[config.mk]
export PLATFORM = sky130hd
export DESIGN_NAME = nibble_serial_adder_ctrl
export DESIGN_NICKNAME = d
export VERILOG_FILES = /design/src/rtl/nibble_serial_adder_ctrl_pkg.sv /design/src/rtl/nibble_serial_adder_ctrl_adder4_slice.sv /design/src/rtl/nibble_serial_adder_ctrl.sv
export SDC_FILE = /design/constraint.sdc
export NUM_CORES = 1
export LEC_CHECK = 0
export ABC_AREA = 0
export CAP_MARGIN = 20
export CORE_MARGIN = 5
export CORE_UTILIZATION = 44
export CTS_CLUSTER_DIAMETER = 40
export DETAILED_ROUTE_END_ITERATION = 16
export GPL_ROUTABILITY_DRIVEN = 0
export GPL_TIMING_DRIVEN = 0
export PLACE_DENSITY = 0.8
export SLEW_MARGIN = 20
export SYNTH_ARGS = -nofsm -noshare
export SYNTH_HDL_FRONTEND = slang
export SYNTH_SLANG_ARGS = --single-unit
[constraint.sdc]
create_clock -name clk -period 2 [get_ports clk]
set_input_delay 0.3 -clock clk [delete_from_list [all_inputs] [get_ports clk]]
set_output_delay 0.3 -clock clk [all_outputs]
set_load 0.02 [all_outputs]
[src/rtl/nibble_serial_adder_ctrl_pkg.sv]
// Shared constants, state encoding and nibble-count helper for the
// nibble-serial adder sequencer.
package nibble_serial_adder_ctrl_pkg;

  localparam int unsigned NIBBLE_W = 4;

  typedef enum logic {
    ST_IDLE = 1'b0,
    ST_RUN  = 1'b1
  } state_e;

  function automatic int unsigned nib_count(input int unsigned width);
    return width / NIBBLE_W;
  endfunction

endpackage

[src/rtl/nibble_serial_adder_ctrl_adder4_slice.sv]
// 4-bit ripple-carry adder: two half adders per bit, carries merged with OR.
module adder4_slice (
  input  logic [3:0] a,
  input  logic [3:0] b,
  input  logic       c,
  output logic [3:0] s,
  output logic       cout
);

  logic [4:0] carry;
  logic [3:0] p;
  logic [3:0] g1;
  logic [3:0] g2;

  always_comb begin
    carry    = '0;
    p        = '0;
    g1       = '0;
    g2       = '0;
    s        = '0;
    carry[0] = c;
    for (int unsigned i = 0; i < 4; i++) begin
      p[i]       = a[i] ^ b[i];
      g1[i]      = a[i] & b[i];
      s[i]       = p[i] ^ carry[i];
      g2[i]      = p[i] & carry[i];
      carry[i+1] = g1[i] | g2[i];
    end
  end

  assign cout = carry[4];

endmodule

[src/rtl/nibble_serial_adder_ctrl.sv]
// WIDTH-bit add/subtract sequencer reusing one 4-bit adder slice,
// one nibble per clock, LSB first, with start/busy/done handshake.
module nibble_serial_adder_ctrl
  import nibble_serial_adder_ctrl_pkg::*;
#(
  parameter int unsigned WIDTH = 16
) (
  input  logic             clk,
  input  logic             rst_n,
  input  logic             start,
  input  logic             sub,
  input  logic [WIDTH-1:0] a_in,
  input  logic [WIDTH-1:0] b_in,
  input  logic             cin,
  output logic             busy,
  output logic             done,
  output logic [WIDTH-1:0] sum,
  output logic             cout,
  output logic             overflow
);

  localparam int unsigned NIB   = nib_count(WIDTH);
  localparam int unsigned IDX_W = $clog2(NIB);
  localparam logic [IDX_W-1:0] LAST_IDX = IDX_W'(NIB - 1);

  state_e           state_q, state_d;
  logic [WIDTH-1:0] a_q, a_d;
  logic [WIDTH-1:0] b_q, b_d;
  logic [WIDTH-1:0] acc_q, acc_d;
  logic             carry_q, carry_d;
  logic [IDX_W-1:0] idx_q, idx_d;
  logic             done_q, done_d;
  logic [WIDTH-1:0] sum_q, sum_d;
  logic             cout_q, cout_d;
  logic             ovf_q, ovf_d;

  logic [3:0]       slice_s;
  logic             slice_cout;

  adder4_slice u_slice (
    .a    (a_q[3:0]),
    .b    (b_q[3:0]),
    .c    (carry_q),
    .s    (slice_s),
    .cout (slice_cout)
  );

  always_comb begin
    state_d = state_q;
    a_d     = a_q;
    b_d     = b_q;
    acc_d   = acc_q;
    carry_d = carry_q;
    idx_d   = idx_q;
    done_d  = 1'b0;
    sum_d   = sum_q;
    cout_d  = cout_q;
    ovf_d   = ovf_q;
    unique case (state_q)
      ST_IDLE: begin
        if (start) begin
          a_d     = a_in;
          b_d     = sub ? ~b_in : b_in;
          carry_d = sub ? 1'b1 : cin;
          idx_d   = '0;
          state_d = ST_RUN;
        end
      end
      ST_RUN: begin
        // Slice result enters at the top so the LSB nibble ends up at the bottom.
        acc_d   = {slice_s, acc_q[WIDTH-1:NIBBLE_W]};
        a_d     = a_q >> NIBBLE_W;
        b_d     = b_q >> NIBBLE_W;
        carry_d = slice_cout;
        if (idx_q == LAST_IDX) begin
          sum_d   = {slice_s, acc_q[WIDTH-1:NIBBLE_W]};
          cout_d  = slice_cout;
          ovf_d   = (a_q[3] == b_q[3]) & (slice_s[3] != a_q[3]);
          idx_d   = '0;
          done_d  = 1'b1;
          state_d = ST_IDLE;
        end else begin
          idx_d = idx_q + IDX_W'(1);
        end
      end
      default: state_d = ST_IDLE;
    endcase
  end

  always_ff @(posedge clk or negedge rst_n) begin
    if (!rst_n) begin
      state_q <= ST_IDLE;
      a_q     <= '0;
      b_q     <= '0;
      acc_q   <= '0;
      carry_q <= 1'b0;
      idx_q   <= '0;
      done_q  <= 1'b0;
      sum_q   <= '0;
      cout_q  <= 1'b0;
      ovf_q   <= 1'b0;
    end else begin
      state_q <= state_d;
      a_q     <= a_d;
      b_q     <= b_d;
      acc_q   <= acc_d;
      carry_q <= carry_d;
      idx_q   <= idx_d;
      done_q  <= done_d;
      sum_q   <= sum_d;
      cout_q  <= cout_d;
      ovf_q   <= ovf_d;
    end
  end

  assign busy     = (state_q == ST_RUN);
  assign done     = done_q;
  assign sum      = sum_q;
  assign cout     = cout_q;
  assign overflow = ovf_q;

endmodule
# After elaboration in Yosys (flattened, before gate mapping)
# Cells that the tools add are included.
# totals
regBits	71
latch_bits	0
ram_bits	0
romBits	0
inputBits	37
out_inout_bits	20
memories	0
# op_classes
add_sub_neg	1
multipliers	0
div	0
magnitude_cmp	0
n_eq_ne	4
shift	0
mux	16
bitwise_logic	23
n_reduce_logical	1
# ops
op	count
$pmux 16 s2	2
$mux 16	3
$not 16->16	1
$and 1x1->1	9
$xor 1x1->1	8
$mux 1	6
$mux 2	2
$or 1x1->1	4
$pmux 1 s2	2
$pmux 2 s2	1
$add 2x1->2 const B	1
$eq 2x2->1 const B	1
$ne 2x2->1 const B	1
$reduce_and 2->1	1
$eq 1x1->1	1
$ne 1x1->1	1
$not 1->1	1

# Depth between registers and ports, before layout
# logic_depth
ltp_word	10
mapped_depth	9

# By module
# Synthesis repeated with hierarchy kept, for this count alone.
# unflattened
hier_cells	248
area_unflattened_um2	3116.7
# by_module_without_submodules
module	n_inst	cells_per_inst	area_each_um2	seq_area_each_um2
nibble_serial_adder_ctrl	1	234	2999.1	1676.6
adder4_slice	1	14	117.6	0.0

# Worst setup path after synthesis
# Ideal clock, no wire load.
# synth_timing
kind	reg2reg
start	register a_q[0]
end	register ovf_q, in the netlist overflow
t_arrival_ns	2.123
slack_ns	-0.201
stages_incl_launch_ff	10
period_less_slack_ns	2.201
cell_sequence	dfrtp_1 inv_1 fa_1 inv_1 fa_1 fa_1 inv_1 fa_1 xor2_1 o2bb2ai_1
# synth_via
elab_chain_len	10
# synth_rtl
element	line_no	rtl
from (decl)	nibble_serial_adder_ctrl.sv:27	logic [WIDTH-1:0] a_q, a_d;
from (signal assigned)	nibble_serial_adder_ctrl.sv:93	a_q <= '0;
from (signal assigned)	nibble_serial_adder_ctrl.sv:104	a_q <= a_d;
$xor 1x1->1	nibble_serial_adder_ctrl_adder4_slice.sv:23	p[i] = a[i] ^ b[i];
$and 1x1->1	nibble_serial_adder_ctrl_adder4_slice.sv:26	g2[i] = p[i] & carry[i];
$or 1x1->1 *	nibble_serial_adder_ctrl_adder4_slice.sv:27	carry[i+1] = g1[i] | g2[i];
$and 1x1->1 *	nibble_serial_adder_ctrl_adder4_slice.sv:26	
$or 1x1->1 *	nibble_serial_adder_ctrl_adder4_slice.sv:27	
$and 1x1->1 *	nibble_serial_adder_ctrl_adder4_slice.sv:26	
$or 1x1->1 *	nibble_serial_adder_ctrl_adder4_slice.sv:27	
$xor 1x1->1 *	nibble_serial_adder_ctrl_adder4_slice.sv:25	s[i] = p[i] ^ carry[i];
$ne 1x1->1 *	nibble_serial_adder_ctrl.sv:78	ovf_d = (a_q[3] == b_q[3]) & (slice_s[3] != a_q[3]);
$and 1x1->1 *	nibble_serial_adder_ctrl.sv:78	
to (signal assigned)	nibble_serial_adder_ctrl.sv:112	ovf_q <= ovf_d;
to (decl)	nibble_serial_adder_ctrl.sv:35	logic ovf_q, ovf_d;
# Every way passes the cells marked *; elsewhere a longest branch is shown, timed or not.
# A chain may end at the register's enable or synchronous reset.

# Worst setup path in the final report
# layout_timing
start	register b_q[0]
end	register ovf_q, in the netlist overflow
# layout_via
elab_chain_len	10
# layout_rtl
element	line_no	rtl
from (decl)	nibble_serial_adder_ctrl.sv:28	logic [WIDTH-1:0] b_q, b_d;
from (signal assigned)	nibble_serial_adder_ctrl.sv:94	b_q <= '0;
from (signal assigned)	nibble_serial_adder_ctrl.sv:105	b_q <= b_d;
$xor 1x1->1	nibble_serial_adder_ctrl_adder4_slice.sv:23	
$and 1x1->1	nibble_serial_adder_ctrl_adder4_slice.sv:26	
$or 1x1->1 *	nibble_serial_adder_ctrl_adder4_slice.sv:27	
$and 1x1->1 *	nibble_serial_adder_ctrl_adder4_slice.sv:26	
$or 1x1->1 *	nibble_serial_adder_ctrl_adder4_slice.sv:27	
$and 1x1->1 *	nibble_serial_adder_ctrl_adder4_slice.sv:26	
$or 1x1->1 *	nibble_serial_adder_ctrl_adder4_slice.sv:27	
$xor 1x1->1 *	nibble_serial_adder_ctrl_adder4_slice.sv:25	
$ne 1x1->1 *	nibble_serial_adder_ctrl.sv:78	
$and 1x1->1 *	nibble_serial_adder_ctrl.sv:78	
# Marked as above.

==> flow_results.xml <==
<?xml version="1.0" encoding="UTF-8"?>
<metrics>
  <group name="floorplanning">
    <metric name="die_area" unit="sq um">8870</metric>
    <metric name="row_count" unit="">30</metric>
    <metric name="die_width" unit="um">94.2</metric>
    <metric name="core_area" unit="sq um">6830</metric>
    <metric name="start_util" unit="">0.456</metric>
    <metric name="die-height" unit="um">94.2</metric>
    <metric name="boundaryPins" unit="">57</metric>
  </group>
  <group name="placement">
    <metric name="place.detailed.hpwl" unit="um">4540</metric>
    <metric name="dpl.cell_count" unit="">398</metric>
    <metric name="buffer_ports.inserted" unit="">55</metric>
    <metric name="place_worst_setup_slack" unit="ns">-0.272</metric>
    <metric name="placed_area" unit="sq um">3810</metric>
  </group>
  <group name="finish">
    <metric name="area_growth_syn_to_layout" unit="%">28.3</metric>
    <metric name="design_area" unit="sq um">4000</metric>
    <metric name="layoutNonFillerInstCount" unit="">413</metric>
    <metric name="finish.net_count" unit="">359</metric>
    <metric name="final_layout_size_suffix_gt1_frac" unit="">0.221</metric>
    <metric name="finalCoreUtilization" unit="">0.586</metric>
    <metric name="num_antenna_cells" unit="">0</metric>
  </group>
  <group name="grt">
    <metric name="gr-total-overflow" unit="">0</metric>
    <metric name="gr-usage-all-layers" unit="">0.160</metric>
    <metric name="antenna_found_initial" unit="">0</metric>
    <metric name="maximum_number_of_pins_on_one_net_before_global_route_repair" unit="">44</metric>
    <metric name="grt_pass1_vias" unit="">2220</metric>
    <metric name="grt_first_pass_wirelength" unit="um">10800</metric>
  </group>
  <group name="clocking">
    <metric name="cts_made_buffers" unit="">9</metric>
    <metric name="cts_htree_levels" unit="">3</metric>
    <metric name="cts.sinks" unit="">67</metric>
    <metric name="insertion_delay" unit="ns">0.34</metric>
    <metric name="path_clk_slew" unit="ns">0.07</metric>
    <metric name="root_buffer" unit="">sky130_fd_sc_hd__clkbuf_8</metric>
    <metric name="cts_buffer_depth" unit="">2</metric>
    <metric name="tritoncts" unit="">done</metric>
  </group>
  <group name="worst_setup_path">
    <metric name="path_max_fanout" unit="">3</metric>
    <metric name="critical_path_cell_sequence" unit="">inv_2, fa_1, inv_1, fa_2, fa_2, inv_2, fa_2, xor2_1, o2bb2ai_1</metric>
    <metric name="critPathSlowestCell" unit="">sky130_fd_sc_hd__fa_2</metric>
    <metric name="timing.setup.critical_path_class" unit="">register to register</metric>
    <metric name="crit_path_start_kind" unit="">register</metric>
    <metric name="critical_path.top_delay_family" unit="">adder cells</metric>
    <metric name="critPathMostFrequentCell" unit="">sky130_fd_sc_hd__fa_2</metric>
    <metric name="critical_path_required" unit="ns">2.26</metric>
    <metric name="timing.critical_path.buf_inv" unit="">3</metric>
    <metric name="critPathMaxStageDelay" unit="ns">0.45</metric>
    <metric name="worst-endpoint-arrival" unit="ns">2.50</metric>
    <metric name="worst_setup_path_end_kind" unit="">register</metric>
  </group>
  <group name="sta">
    <metric name="setup_violations" unit="">3</metric>
    <metric name="postLayoutSetupSlackWorst" unit="ns">-0.237</metric>
    <metric name="clock-skew-final" unit="ns">0.00850</metric>
    <metric name="fin_crit_sh" unit="">1.12</metric>
    <metric name="worst_pin_slew" unit="ns">0.410</metric>
    <metric name="finalHoldViolations" unit="">0</metric>
    <metric name="max_freq" unit="GHz">0.447</metric>
    <metric name="fin_tns_setup" unit="ns">-0.541</metric>
    <metric name="grt_setup_unrepaired" unit="">yes</metric>
    <metric name="worst_hold_slack" unit="ns">0.326</metric>
    <metric name="finalCriticalPeriod" unit="ns">2.24</metric>
    <metric name="finalMaxSlewViolations" unit="">0</metric>
    <metric name="slew_headroom" unit="">0.726</metric>
  </group>
  <group name="power">
    <metric name="power.density_cell_area" unit="nW/um^2">1370</metric>
    <metric name="power.total" unit="mW">5.49</metric>
    <metric name="power.leakage" unit="nW">1.81</metric>
    <metric name="p_switching" unit="mW">1.85</metric>
    <metric name="peakVddDrop" unit="uV">477</metric>
    <metric name="power_frac_seq" unit="">0.409</metric>
    <metric name="clkPwrFrac" unit="">0.173</metric>
    <metric name="switching_share" unit="">0.336</metric>
    <metric name="comb_power_share" unit="">0.418</metric>
    <metric name="intPower" unit="mW">3.64</metric>
  </group>
  <group name="synth">
    <metric name="syn_area" unit="sq um">3120</metric>
    <metric name="postSynthCellCount" unit="">246</metric>
    <metric name="synth.yosys.seq_area_share" unit="">0.538</metric>
    <metric name="synth.ff_latch_count" unit="">67</metric>
    <metric name="postSynthNetCount" unit="">289</metric>
    <metric name="synth_warnings" unit="">0</metric>
    <metric name="post_synth_num_cell_types" unit="">34</metric>
    <metric name="postSynthAreaPerCell" unit="sq um">12.7</metric>
  </group>
  <group name="route">
    <metric name="routed-via-count" unit="">2025</metric>
    <metric name="drt_wl_total" unit="um">6310</metric>
    <metric name="routedWlPerCell" unit="um">15.3</metric>
    <metric name="drt_first_pass_iters" unit="">4</metric>
    <metric name="drt-vias-per-instance" unit="">4.90</metric>
    <metric name="drt.antenna.violating_nets" unit="">0</metric>
    <metric name="initialDrtViolationCount" unit="">38</metric>
    <metric name="drt_drc_violations_left" unit="">0</metric>
  </group>
  <group name="min_path">
    <metric name="worst_hold_path_type" unit="">input port to register</metric>
  </group>
  <group name="flow_run">
    <metric name="max_cap_violations" unit="">0</metric>
  </group>
  <group name="outcome">
    <metric name="status" unit="">finished with violations</metric>
    <metric name="violations_in_the_final_reports" unit="">negative setup slack</metric>
  </group>
</metrics>
path summary, 6_finish.rpt:
kind | startpoint | to | slack (ns) | cells past startpoint
setup / recovery | b_q[0]$_DFFE_PN0P_ | overflow$_DFFE_PN0P_ | -0.24 | 9
hold / removal | sub | b_q[14]$_DFFE_PN0P_ | 0.33 | 3
setup reg to reg | b_q[0]$_DFFE_PN0P_ | overflow$_DFFE_PN0P_ | -0.24 | 9
hold reg to reg | b_q[11]$_DFFE_PN0P_ | b_q[7]$_DFFE_PN0P_ | 0.48 | 2
max in group asynchronous | rst_n | a_q[5]$_DFFE_PN0P_ | 1.06 | 3
min in group asynchronous | rst_n | sum[3]$_DFFE_PN0P_ | 0.41 | 2
cell type report:
type,count,area [sq um]
flip-flops and latches,67,1680
inverters,12,45.0
fillers,601,2830
multi-input cells,151,1280
well taps,96,120
repair buffers,59,593
clock buffers,12,155
plain buffers,16,133
layout by cell type (no fill, tap or decap), types with 4 or more instances in the layout:
master / count
sky130_fd_sc_hd__dfrtp_1: 67
sky130_fd_sc_hd__clkdlybuf4s50_1: 54
sky130_fd_sc_hd__nand2_1: 20
sky130_fd_sc_hd__mux2_2: 19
sky130_fd_sc_hd__mux2i_1: 19
sky130_fd_sc_hd__o21ai_0: 15
sky130_fd_sc_hd__xnor2_1: 12
sky130_fd_sc_hd__clkbuf_8: 11
sky130_fd_sc_hd__inv_1: 9
sky130_fd_sc_hd__nor2_1: 9
sky130_fd_sc_hd__buf_4: 8
sky130_fd_sc_hd__or3b_1: 6
sky130_fd_sc_hd__buf_6: 5
sky130_fd_sc_hd__mux2_4: 5
sky130_fd_sc_hd__xor2_1: 5
sky130_fd_sc_hd__o211ai_2: 5
sky130_fd_sc_hd__buf_2: 4
sky130_fd_sc_hd__a211oi_1: 4
sky130_fd_sc_hd__and2_0: 4
sky130_fd_sc_hd__a221o_1: 4
tightest hold or removal path: stages:
cell and delay (ns):
sky130_fd_sc_hd__buf_6 0.14, sky130_fd_sc_hd__xnor2_1 0.12, sky130_fd_sc_hd__a211oi_1 0.06
power by group through the flow:
stage	sequential, mW	combinational (mW)	clock (mW)
2_1_floorplan	2.40	1.29	0
3_3_place_gp	2.24	2.17	0
3_5_place_dp	2.27	2.26	0
4_1_cts	2.25	2.31	0.976
5_1_grt	2.33	2.53	1.04
6_report	2.24	2.29	0.950
kinds of logic (layout without fill, tap and decap cells):
| family | Yosys count | after routing | synth area share |
|---|---|---|---|
| DFF | 67 | 67 | 0.538 |
| and+or+nand+nor | 49 | 49 | 0.0847 |
| muxes | 43 | 43 | 0.154 |
| AOI/OAI and AO/OA | 36 | 36 | 0.0855 |
| buffers and inverters | 28 | 99 | 0.0570 |
| xor gates and xnor gates | 17 | 17 | 0.0478 |
| adders and majority gates | 6 | 6 | 0.0337 |
layer usage:
| layer | vias up | wire length (um) | GRT usage | part of all wire |
|---|---|---|---|---|
| met5 | - | 0 | 0 | 0 |
| li1 | 976 | - | - | - |
| met2 | 53 | 3030 | 0.255 | 0.48 |
| met3 | 13 | 314 | 0.0377 | 0.050 |
| met4 | 0 | 137 | 0.0770 | 0.022 |
| met1 | 983 | 2830 | 0.205 | 0.45 |
flip-flops by register name (all words and copies together), names as in the netlist:
name and cells:
done 1, overflow 1, idx_q 2, acc_q 12, a_q 16, busy 1
cout 1, b_q 16, carry_q 1, sum 16
cell usage after synthesis, drive strengths merged:
cell     count  area, sq um
a211oi       4         30.0
a21oi        1         5.00
a221o        4         40.0
a22o         1         8.76
and2         4         25.0
buf         15          129
clkbuf       1         3.75
dfrtp       67         1680
fa           4         80.1
ha           2         25.0
inv         12         45.0
mux2        24          289
mux2i       19          190
nand2       21         86.3
nand2b       3         18.8
nand3b       1         7.51
nor2         9         33.8
nor2b        1         6.26
nor3b        1         7.51
o211ai       8         85.1
o21ai       15         75.1
o21bai       1         7.51
o22ai        1         6.26
o2bb2ai      1         8.76
or3b         9         78.8
xnor2       12          105
xor2         5         43.8
what timing repair did:
action | CTS | global route
gates resized for setup | 2 | 2
buffers inserted | 2 | 0
hold endpoints to repair | 24 | 0
hold buffers | 1 | 0
endpoints found under the setup margin | 3 | 5
pin swaps | 1 | 1
(Power assumes the default switching activity.)
